==> config.mk <==
export PLATFORM = sky130hd
export DESIGN_NAME = pipeline_hazard_controller
export DESIGN_NICKNAME = d
export VERILOG_FILES = /design/src/rtl/pipeline_hazard_controller.sv
export SDC_FILE = /design/constraint.sdc
export NUM_CORES = 1
export LEC_CHECK = 0
export ABC_CLOCK_PERIOD_IN_PS = 10120
export CORE_UTILIZATION = 45
export DETAILED_ROUTE_END_ITERATION = 8
export PLACE_DENSITY = 0.73
export SLEW_MARGIN = 10
export SYNTH_ARGS = -nofsm -noshare
export SYNTH_HDL_FRONTEND = slang
export SYNTH_SLANG_ARGS = --single-unit
==> constraint.sdc <==
create_clock -name clk -period 10.12 [get_ports clk]
set_input_delay 3.036 -clock clk [delete_from_list [all_inputs] [get_ports clk]]
set_output_delay 3.036 -clock clk [all_outputs]
set_load 0.02 [all_outputs]
==> src/rtl/pipeline_hazard_controller.sv <==
// pipeline_hazard_controller: stall/flush sequencer for the 5-stage pipeline.
// Resolves load-use hazards, taken-branch redirects and multi-cycle memory
// freezes; keeps saturating stall/flush performance counters.
// Ports:
//   clk, reset           rising-edge clock, synchronous active-high reset
//   id_rs/id_rt/id_uses_rt          source operands of the ID instruction
//   ex_mem_read/ex_write_reg        load destination of the EX instruction
//   branch_taken         EX redirect; mem_req: MEM instruction accesses memory
//   perf_clr             clears both counters
//   pc_en, *_en, *_flush stage register controls; mem_busy: frozen for memory
//   stall_cnt/flush_cnt  cycles with pc_en=0 / number of redirects
module pipeline_hazard_controller #(
  parameter int MEM_LATENCY = 2,
  parameter int CNT_W       = 32
) (
  input  logic             clk,
  input  logic             reset,
  input  logic [4:0]       id_rs,
  input  logic [4:0]       id_rt,
  input  logic             id_uses_rt,
  input  logic             ex_mem_read,
  input  logic [4:0]       ex_write_reg,
  input  logic             branch_taken,
  input  logic             mem_req,
  input  logic             perf_clr,
  output logic             pc_en,
  output logic             if_id_en,
  output logic             if_id_flush,
  output logic             id_ex_en,
  output logic             id_ex_flush,
  output logic             ex_mem_en,
  output logic             mem_wb_flush,
  output logic             mem_busy,
  output logic [CNT_W-1:0] stall_cnt,
  output logic [CNT_W-1:0] flush_cnt
);

  localparam int WW = $clog2(MEM_LATENCY) + 1;
  localparam bit HAS_WAIT = (MEM_LATENCY > 0);
  // Cycles still to freeze after the first one.
  localparam logic [WW-1:0] LOAD =
    WW'((MEM_LATENCY > 0) ? MEM_LATENCY - 1 : 0);

  typedef enum logic {
    RUN,
    MEM_WAIT
  } state_e;

  state_e            state_q, state_d;
  logic [WW-1:0]     wcnt_q, wcnt_d;
  logic [CNT_W-1:0]  stall_q, stall_d;
  logic [CNT_W-1:0]  flush_q, flush_d;

  logic hazard;
  logic freeze;
  logic redir;
  logic ldu;

  always_comb begin
    state_d = state_q;
    wcnt_d  = wcnt_q;
    freeze  = 1'b0;
    hazard  = ex_mem_read && (ex_write_reg != 5'd0) &&
              ((ex_write_reg == id_rs) ||
               (id_uses_rt && (ex_write_reg == id_rt)));
    unique case (state_q)
      RUN: begin
        if (HAS_WAIT && mem_req) begin
          freeze  = 1'b1;
          wcnt_d  = LOAD;
          state_d = MEM_WAIT;
        end
      end
      MEM_WAIT: begin
        if (wcnt_q != '0) begin
          freeze = 1'b1;
          wcnt_d = wcnt_q - WW'(1);
        end else begin
          // Release: the access is still in EX/MEM, so mem_req is ignored.
          state_d = RUN;
        end
      end
      default: state_d = RUN;
    endcase
    redir = !freeze && branch_taken;
    // A redirect squashes the ID instruction, so its hazard is moot.
    ldu   = !freeze && !branch_taken && hazard;
  end

  always_comb begin
    pc_en        = 1'b1;
    if_id_en     = 1'b1;
    if_id_flush  = 1'b0;
    id_ex_en     = 1'b1;
    id_ex_flush  = 1'b0;
    ex_mem_en    = 1'b1;
    mem_wb_flush = 1'b0;
    mem_busy     = 1'b0;
    unique case (1'b1)
      freeze: begin
        pc_en        = 1'b0;
        if_id_en     = 1'b0;
        id_ex_en     = 1'b0;
        ex_mem_en    = 1'b0;
        mem_wb_flush = 1'b1;
        mem_busy     = 1'b1;
      end
      redir: begin
        if_id_flush = 1'b1;
        id_ex_flush = 1'b1;
      end
      ldu: begin
        pc_en       = 1'b0;
        if_id_en    = 1'b0;
        id_ex_flush = 1'b1;
      end
      default: ;
    endcase
    if (reset) begin
      pc_en        = 1'b0;
      if_id_en     = 1'b0;
      id_ex_en     = 1'b0;
      ex_mem_en    = 1'b0;
      if_id_flush  = 1'b1;
      id_ex_flush  = 1'b1;
      mem_wb_flush = 1'b1;
      mem_busy     = 1'b0;
    end
  end

  always_comb begin
    stall_d = stall_q;
    flush_d = flush_q;
    if (perf_clr) begin
      stall_d = '0;
      flush_d = '0;
    end else begin
      if (!pc_en && (stall_q != '1)) begin
        stall_d = stall_q + CNT_W'(1);
      end
      if (redir && (flush_q != '1)) begin
        flush_d = flush_q + CNT_W'(1);
      end
    end
  end

  always_ff @(posedge clk) begin
    if (reset) begin
      state_q <= RUN;
      wcnt_q  <= '0;
      stall_q <= '0;
      flush_q <= '0;
    end else begin
      state_q <= state_d;
      wcnt_q  <= wcnt_d;
      stall_q <= stall_d;
      flush_q <= flush_d;
    end
  end

  assign stall_cnt = stall_q;
  assign flush_cnt = flush_q;

endmodule

[Yosys cells after proc, flatten, opt, wreduce, memory -nomap -nowiden]
Cells that the tools add are included.
Word-level totals
  register bits: 67
  bits of input ports: 22
  output and inout port bits: 72
  word-level logic and storage cells: 49
Operators by class
  $add $sub $neg: 3
  eq/ne operators: 6
  muxes and demuxes: 17
  bitwise operators: 1
  reductions and logical operators: 18
Operators by type and width (number)
  $add A32 B1 Y32 const B: 2
  $ne A32 B32 Y1 const B: 2
  $mux W1: 13
  $eq A5 B5 Y1: 2
  $logic_and A1 B1 Y1: 8
  $reduce_or A2 Y1: 3
  $reduce_bool A5 Y1: 1
  $mux W2: 2
  $pmux W2 S2: 1
  $logic_not A1 Y1: 3
  $ne A2 B1 Y1 const B: 1
  $ne A2 B2 Y1 const B: 1
  $pmux W1 S2: 1
  $reduce_and A2 Y1: 1
  $reduce_bool A2 Y1: 1
  $sub A2 B1 Y2 const B: 1
  $logic_or A1 B1 Y1: 1
  $not A1 Y1: 1

[Logic depth before layout (Yosys ltp)]
Gate-level depths: netlist of run 1.
  depth in word-level cells: 11
  gate-level depth with buffers: 11
  mapped depth without buffers: 9

[Worst setup path after synthesis of run 1]
OpenSTA, ideal clock, no wires.
  path type: input port to output port
  start point: input ex_write_reg[1]
  end point: output pc_en
  arrival time: 4.648 ns
  required time: 7.084 ns
  setup slack: 2.436 ns
  cell stages on the path: 7
  buffers on the path: 3
  cells stage by stage: or4_1 -> o2111a_1 -> a21o_1 -> inv_2 -> buf_4 -> buf_2 -> buf_4
On the way
  word-level cells in the longest chain between the ends: 8
  elaborated cells between the ends (all ways): 11
  classes of those cells: eq/ne: 2; mux: 2; reduce/logical: 7
RTL lines
  start: declaration: RTL line 22  | input logic [4:0] ex_write_reg,
  $eq A5 B5 Y1: RTL line 65  | (id_uses_rt && (ex_write_reg == id_rt)));
  $logic_and A1 B1 Y1: RTL line 65
  $logic_or A1 B1 Y1: RTL line 64  | ((ex_write_reg == id_rs) ||
  $logic_and A1 B1 Y1 *: RTL line 63  | hazard = ex_mem_read && (ex_write_reg != 5'd0) &&
  $logic_and A1 B1 Y1 *: RTL line 87  | ldu = !freeze && !branch_taken && hazard;
  $reduce_or A2 Y1 (no source line) *
  $mux W1 * (2 in series)
  end: declaration: RTL line 26  | output logic pc_en,
Mark *: on every way between the ends. The rest lies on a longest branch, timed or not.

[Worst setup path in the final report of run 1]
  start point: input ex_write_reg[1]
  end point: output pc_en
On the way
  word-level cells in the longest chain between the ends: 8
  elaborated cells between the ends (all ways): 11
  classes of those cells: eq/ne: 2; mux: 2; reduce/logical: 7
RTL lines
  $eq A5 B5 Y1: RTL line 65
  $logic_and A1 B1 Y1: RTL line 65
  $logic_or A1 B1 Y1: RTL line 64
  $logic_and A1 B1 Y1 *: RTL line 63
  $logic_and A1 B1 Y1 *: RTL line 87
  $reduce_or A2 Y1 (no source line) *
  $mux W1 *: RTL line 99  | unique case (1'b1)
  $mux W1 *: RTL line 119  | if (reset) begin
Marked as above.

==> impl_results.md, run 1 <==
- RSZ-0062 raised after global routing: false
- Layout cells sized above 1: 6.09%
- Port bufs: 93
- H-tree depth: 3
- Initial antenna violation count: 0
- Die Y: 90.5 um
- Crit path largest cell delay: 600 ps
- Seq/Total Area, Yosys: 38.1%
- Setup_tns: 0 ps
- Post-DP HPWL: 6360 um
- Antenna Cells: 0
- Filler cells: 669
- Reg2reg start: stall_cnt[0]
- Post-CTS setup buffer count: 0
- Synth area leaders: dfxtp_1 (38%), a21oi_1 (4.8%), xor2_1 (4.7%)
- Clock skew: 5.47 ps
- NumNets Final: 529
- ANT nets after route: 0
- DP Cell Count: 592
- Worst path bufs/invs: 3
- Largest net degree at the start of global routing: 59
- Total number of vias: 3486
- FFs w/ async S/R, synth: 0%
- Reg area: 1340 um^2
- DRT Pass-1 Iters: 4
- Origin of the worst setup path: ex_write_reg[1]
- Inserted Clock Buffers: 9
- F_max: 119 MHz
- WP data required: 7080 ps
- Vias in the first global route: 3200
- Yosys reg bits: 67
- Min-delay src: wcnt_q[0]
- Critical path type: input port to output port
- Clock-pin slew on the worst setup and hold paths: 80 ps
- Number of core rows: 31
- Power per cell area: 110 nW/um^2
- First-pass GRT wire length: 15000 um
- Outcome: complete, no violations
- Routability Congestion: 0.807
- Worst-margin pin slew: 1130 ps
- Mapped cell area: 3520 um^2
- Root Driver: clkbuf_8
- Starting Density: 47.5%
- Syn. warnings: 0
- Worst path most repeated cell: clkdlybuf4s50_1
- PostCTS Resize Cnt: 0
- Synth-to-layout area growth: 31.5%
- CTS tree: built
- CP Launch Type: input port
- Final setup fails: 0
- DRC Markers: 0
- Final Cycle Share: 82.8%
- Hold/Removal Path Class: register to register
- Leak: 1.43 nW
- Hold_buf cts: 0
- Yosys cell types: 52
- Clk buf depth: 2
- Crit path DAT: 5340 ps
- Synth Instances: 424
- Type of element capturing the critical path: output port
- Avg Cell Area, Syn: 8.31 um^2
- Die Area: 8180 um^2
- Fin Hold WS: 482 ps
- Clk Latency, worst-skew pair: 350 ps
- Crit path max-delay family: buffers and inverters
- Max transition margin: 24.7%
- Period minus WS final: 8380 ps
- Total power: 510 uW
- Aggregate global routing overflow: 0
- CP Max Fanout: 6
- Slowest cell on crit path: clkdlybuf4s50_1
- Core ar.: 7410 um^2
- Tot GR Track Use: 22.3%
- Ordered cell list for the critical path: clkdlybuf4s50_1 > or4_1 > o2111a_1 > a21o_1 > inv_2 > clkdlybuf4s50_1
- Post-Route WL: 9090 um
- Syn Nets: 449
- DRT iter0 DRCs: 104
- Vias per std cell: 5.73
- Io pins: 94
- Slew Limit Fails: 0
- Yosys top cell area share: 38.1%
- Largest area contributor in the netlist: dfxtp_1
- Top_reg_cell synth: dfxtp_1
- Routed wire per std cell: 15.0 um
- Max-cap viol count: 0
- EDFF count, synth: 0
- Die X: 90.5 um
- Non-filler instance count after layout: 608
- Area of the multi-input gates: 2020 um^2
- Maximum vdd ir drop: 0.0000756 V
- Hold Vio Cnt, Final: 0
- Clock sinks: 67
[registers in the layout (all words and copies together) (netlist names)]
| signal | cells |
|---|---|
| flush_cnt | 32 |
| stall_cnt | 32 |
| state_q | 1 |
| wcnt_q | 2 |
[synth_stat cells (all sizes together) (2+ instances only)]
| cell | instances |
|---|---|
| dfxtp | 67 |
| nor2 | 39 |
| a21oi | 34 |
| nand2 | 30 |
| nand3 | 30 |
| or4 | 20 |
| nand4 | 19 |
| xor2 | 19 |
| o31ai | 16 |
| or3 | 15 |
| o21ai | 14 |
| buf | 13 |
| xnor2 | 13 |
| clkbuf | 12 |
| inv | 10 |
| nor4 | 8 |
| and3 | 6 |
| and4 | 6 |
| nor3 | 5 |
| o21a | 5 |
| o31a | 5 |
| or2 | 5 |
| and2 | 4 |
| o41ai | 4 |
| a21o | 3 |
| ha | 3 |
| or4b | 3 |
| a31oi | 2 |
| nand4b | 2 |
| nor2b | 2 |
[cell type report]
type / instances / area share, %
Tap cell: 99 / 2.67
Multi-Input combinational cell: 322 / 43.7
Sequential cell: 67 / 29.0
Clock buffer: 10 / 2.76
Timing Repair Buffer: 94 / 20.3
Inverter: 10 / 0.810
Clock inverter: 6 / 0.891
[per-layer routing]
metal	wire [um]	global-route usage [%]	vias up
met3	395	5.13	11
met5	0	0	-
met1	4090	27.4	1657
met2	4490	38.4	82
li1	-	-	1736
met4	117	7.26	0
[cell usage in the layout (no fill, tap or decap), types with 4 or more instances in the layout]
master           netlist  layout
or3_1                 15      15
and4_1                 6       6
or4_1                 17      17
nor3_1                 5       5
a21oi_1               34      34
nor2_1                38      38
o31a_1                 5       5
xor2_1                19      19
o21ai_0                5       5
nand2_1               30      30
nand4_1               18      18
o41ai_1                4       4
nor4_1                 7       7
dfxtp_1               67      67
and3_1                 6       6
clkdlybuf4s50_1        0      93
o21ai_1                9       9
xnor2_1               13      13
nand3_1               30      30
o21a_1                 5       5
clkbuf_8               0       9
and2_1                 4       4
o31ai_1               16      16
inv_1                  9       9
[cells by family after synthesis]
| family | Yosys count | synth area share [%] |
|---|---|---|
| flops | 67 | 38.1 |
| compound gates | 91 | 16.8 |
| buf+inv | 35 | 4.51 |
| simple gates | 195 | 31.3 |
| mux | 1 | 0.284 |
| fa+ha+maj | 3 | 1.07 |
| xor+xnor | 32 | 7.96 |
[final timing paths]
check,to,slack (ps),cells past startpoint
worst max-delay path,pc_en,1740,6
worst min-delay path,wcnt_q[0],480,1
worst max register to register,stall_cnt[13],7430,7
worst min register to register,wcnt_q[0],480,1
[power breakdown]
part	internal (mW)	switching, mW
Clock	0.0888	0.110
Combinational	0.0201	0.0248
Sequential	0.265	0.00146
Total	0.374	0.137
[stage by stage]
step           worst slack (ps)  utilization, %  cell area (um^2)
6_report                   1740            62.5              4630
3_5_place_dp               1740            60.2              4460
5_1_grt                    1710            62.5              4630
2_1_floorplan              2440               -              3520
4_1_cts                    1740            62.5              4630
3_3_place_gp               1780            60.2              4460
[worst reg2reg max path, stage by stage, from the launching register on]
cell	delay [ps]
dfxtp_1	430
ha_1	190
and2_1	290
nand3_1	210
or3_1	490
nor2_4	610
or4_1	230
a21oi_1	60
Power figures use the tool's default switching activity.
==> run 2, diff against run 1 <==
- ABC_CLOCK_PERIOD_IN_PS: 10120 -> 8400
- clock period: 10.12 -> 8.4 ns (I/O delays scaled with it)
==> run 2 against run 1 <==
Critical path depth stayed put. Highest routed layer unchanged. Largest cell class unchanged. Utilization is 0.17 points higher. Worst setup slack worse by 680 ps. Flip-flop and latch count stayed put. Cell area is 0.27% higher. Clock-buffer cell count is 1 higher. Via count is 1.4% lower. Die area stayed put. Sequential share of layout area is 0.078 points lower. Clock skew is 3.2 ps higher. Cell count is 0.33% lower.
==> impl_results.md, run 2 (synthesis results as in run 1) <==
- Outcome: complete, no violations
- NumNets Final: 529 (unchanged)
- DP Cell Count: 592 (unchanged)
- CP Launch Type: input port
- Clk Latency, worst-skew pair: 340 ps (about the same)
- Port bufs: 93 (unchanged)
- Routed wire per std cell: 15.0 um (+0.43%)
- ANT nets after route: 0 (unchanged)
- DRT iter0 DRCs: 121 (+16%)
- Final Cycle Share: 87.4%
- Final worst slack: 1060 ps (-683 ps)
- Clock skew: 8.62 ps (+3.15 ps)
- Routability Congestion: 0.810 (+0.37%)
- Most frequent cells in the layout: clkdlybuf4s50_1 (93), dfxtp_1 (67), nor2_1 (38)
- First-pass GRT wire length: 15000 um (+0.55%)
- Tot GR Track Use: 22.4% (+0.072 points)
- Flop2flop setup slack: 5700 ps (-1730 ps)
- Die X: 90.5 um (unchanged)
- Maximum vdd ir drop: 0.000101 V (+33%)
- Inserted Clock Buffers: 9 (unchanged)
- F_max: 136 MHz
- Clk buf depth: 2 (unchanged)
- Hold Vio Cnt, Final: 0 (unchanged)
- Post-DP HPWL: 6360 um (-0.11%)
- PostCTS Resize Cnt: 0 (unchanged)
- Synth-to-layout area growth: 31.9%
- Busiest grt layer: met2
- Met3 GRT Util: 5.30% (+0.17 points)
- WP data required: 5880 ps (-1200 ps)
- Met2 Track Usage GR: 38.8% (+0.44 points)
- Final setup fails: 0 (unchanged)
- Die Y: 90.5 um (unchanged)
- Initial antenna violation count: 0 (unchanged)
- Max-cap viol count: 0 (unchanged)
- Starting Density: 47.5% (unchanged)
- Clock-pin slew on the worst setup and hold paths: 70 ps (about the same)
- Commonest non-fill, non-tap cell in the layout: clkdlybuf4s50_1
- Vias per std cell: 5.67 (-1.1%)
- RSZ-0062 raised after global routing: false
- Fin Hold WS: 492 ps (+10.8 ps)
- Leak: 1.44 nW (+1.1%)
- Post-CTS setup buffer count: 0 (unchanged)
- DRT Pass-1 Iters: 5 (+1)
- Critical path type: input port to output port
- Power per cell area: 136 nW/um^2 (+24%)
- Cell Area, Placed: 4460 um^2 (unchanged)
- Max transition margin: 25.4% (+0.68 points)
- Crit path DAT: 4820 ps (-520 ps)
- Layout cells sized above 1: 5.72% (-0.37 points)
- Design area: 4640 um^2 (+0.27%)
- Reg2reg start: stall_cnt[0]
- DP Worst Slack: 1060 ps (-683 ps)
- Clock sinks: 67 (unchanged)
- Final Core Density: 62.7% (+0.17 points)
- Worst-margin pin slew: 1120 ps (-10.2 ps)
- Reg2reg end: stall_cnt[0]
- Core ar.: 7410 um^2 (unchanged)
- CP Max Fanout: 6 (unchanged)
- R2r worst-path depth: 7 (unchanged)
- Origin of the worst setup path: ex_write_reg[1]
- Total power: 633 uW (+24%)
- Non-filler instance count after layout: 606 (-0.33%)
- Slew Limit Fails: 0 (unchanged)
- Met1 GRT Util: 27.4% (+0.052 points)
- CTS tree: built
- H-tree depth: 3 (unchanged)
- Aggregate global routing overflow: 0 (unchanged)
- Vias in the first global route: 3203 (+0.094%)
- DRC Markers: 0 (unchanged)
- Type of element capturing the critical path: output port
- Period minus WS final: 7340 ps
- Largest net degree at the start of global routing: 59 (unchanged)
- Hold/Removal Path Class: register to register
- Root Driver: clkbuf_8
- Number of core rows: 31 (unchanged)
- Post-Route WL: 9100 um (about the same)
- Worst setup path endpoint: pc_en
- Io pins: 94 (unchanged)
- Die Area: 8180 um^2 (unchanged)
- Hold_buf cts: 0 (unchanged)
- Antenna Cells: 0 (unchanged)
- Total number of vias: 3437 (-1.4%)
- Setup_tns: 0 ps (unchanged)
run 2: worst max-delay path, stage by stage:
cell             delay [ps]
clkdlybuf4s50_1         480
or4_1                   550
o2111a_1                260
a21o_1                  290
inv_2                   110
clkdlybuf4s50_1         600
run 2: area by class of cell:
| cell class | count | area, um^2 |
|---|---|---|
| Fill cell | 668 | 2760 |
| Multi-Input combinational cell | 322 | 2020 |
| Timing Repair Buffer | 94 | 938 |
| Clock buffer | 11 | 141 |
| Clock inverter | 3 | 40.0 |
| Tap cell | 99 | 124 |
| Inverter | 10 | 37.5 |
| Sequential cell | 67 | 1340 |
run 2: how the worst min path moves through the flow:
stage,startpoint,endpoint,slack (ps),depth (start not counted)
2_1_floorplan,wcnt_q[0],wcnt_q[0],440,1
3_3_place_gp,wcnt_q[0],wcnt_q[0],470,1
3_5_place_dp,wcnt_q[0],wcnt_q[0],460,1
4_1_cts,wcnt_q[0],wcnt_q[0],490,1
5_1_grt,stall_cnt[9],stall_cnt[9],520,2
6_report,stall_cnt[9],stall_cnt[9],490,2
run 2: metal layers:
layer / vias to the layer above / share of wire [%]
met3: 2 / 4.7
li1: 1720 / -
met2: 88 / 50
met5: - / 0
met1: 1627 / 45
met4: 0 / 0.42
run 2: where the power goes:
group / switching, mW / internal (mW)
registers: 0.00188 / 0.319
clock network: 0.117 / 0.141
logic: 0.0301 / 0.0242
total: 0.149 / 0.485
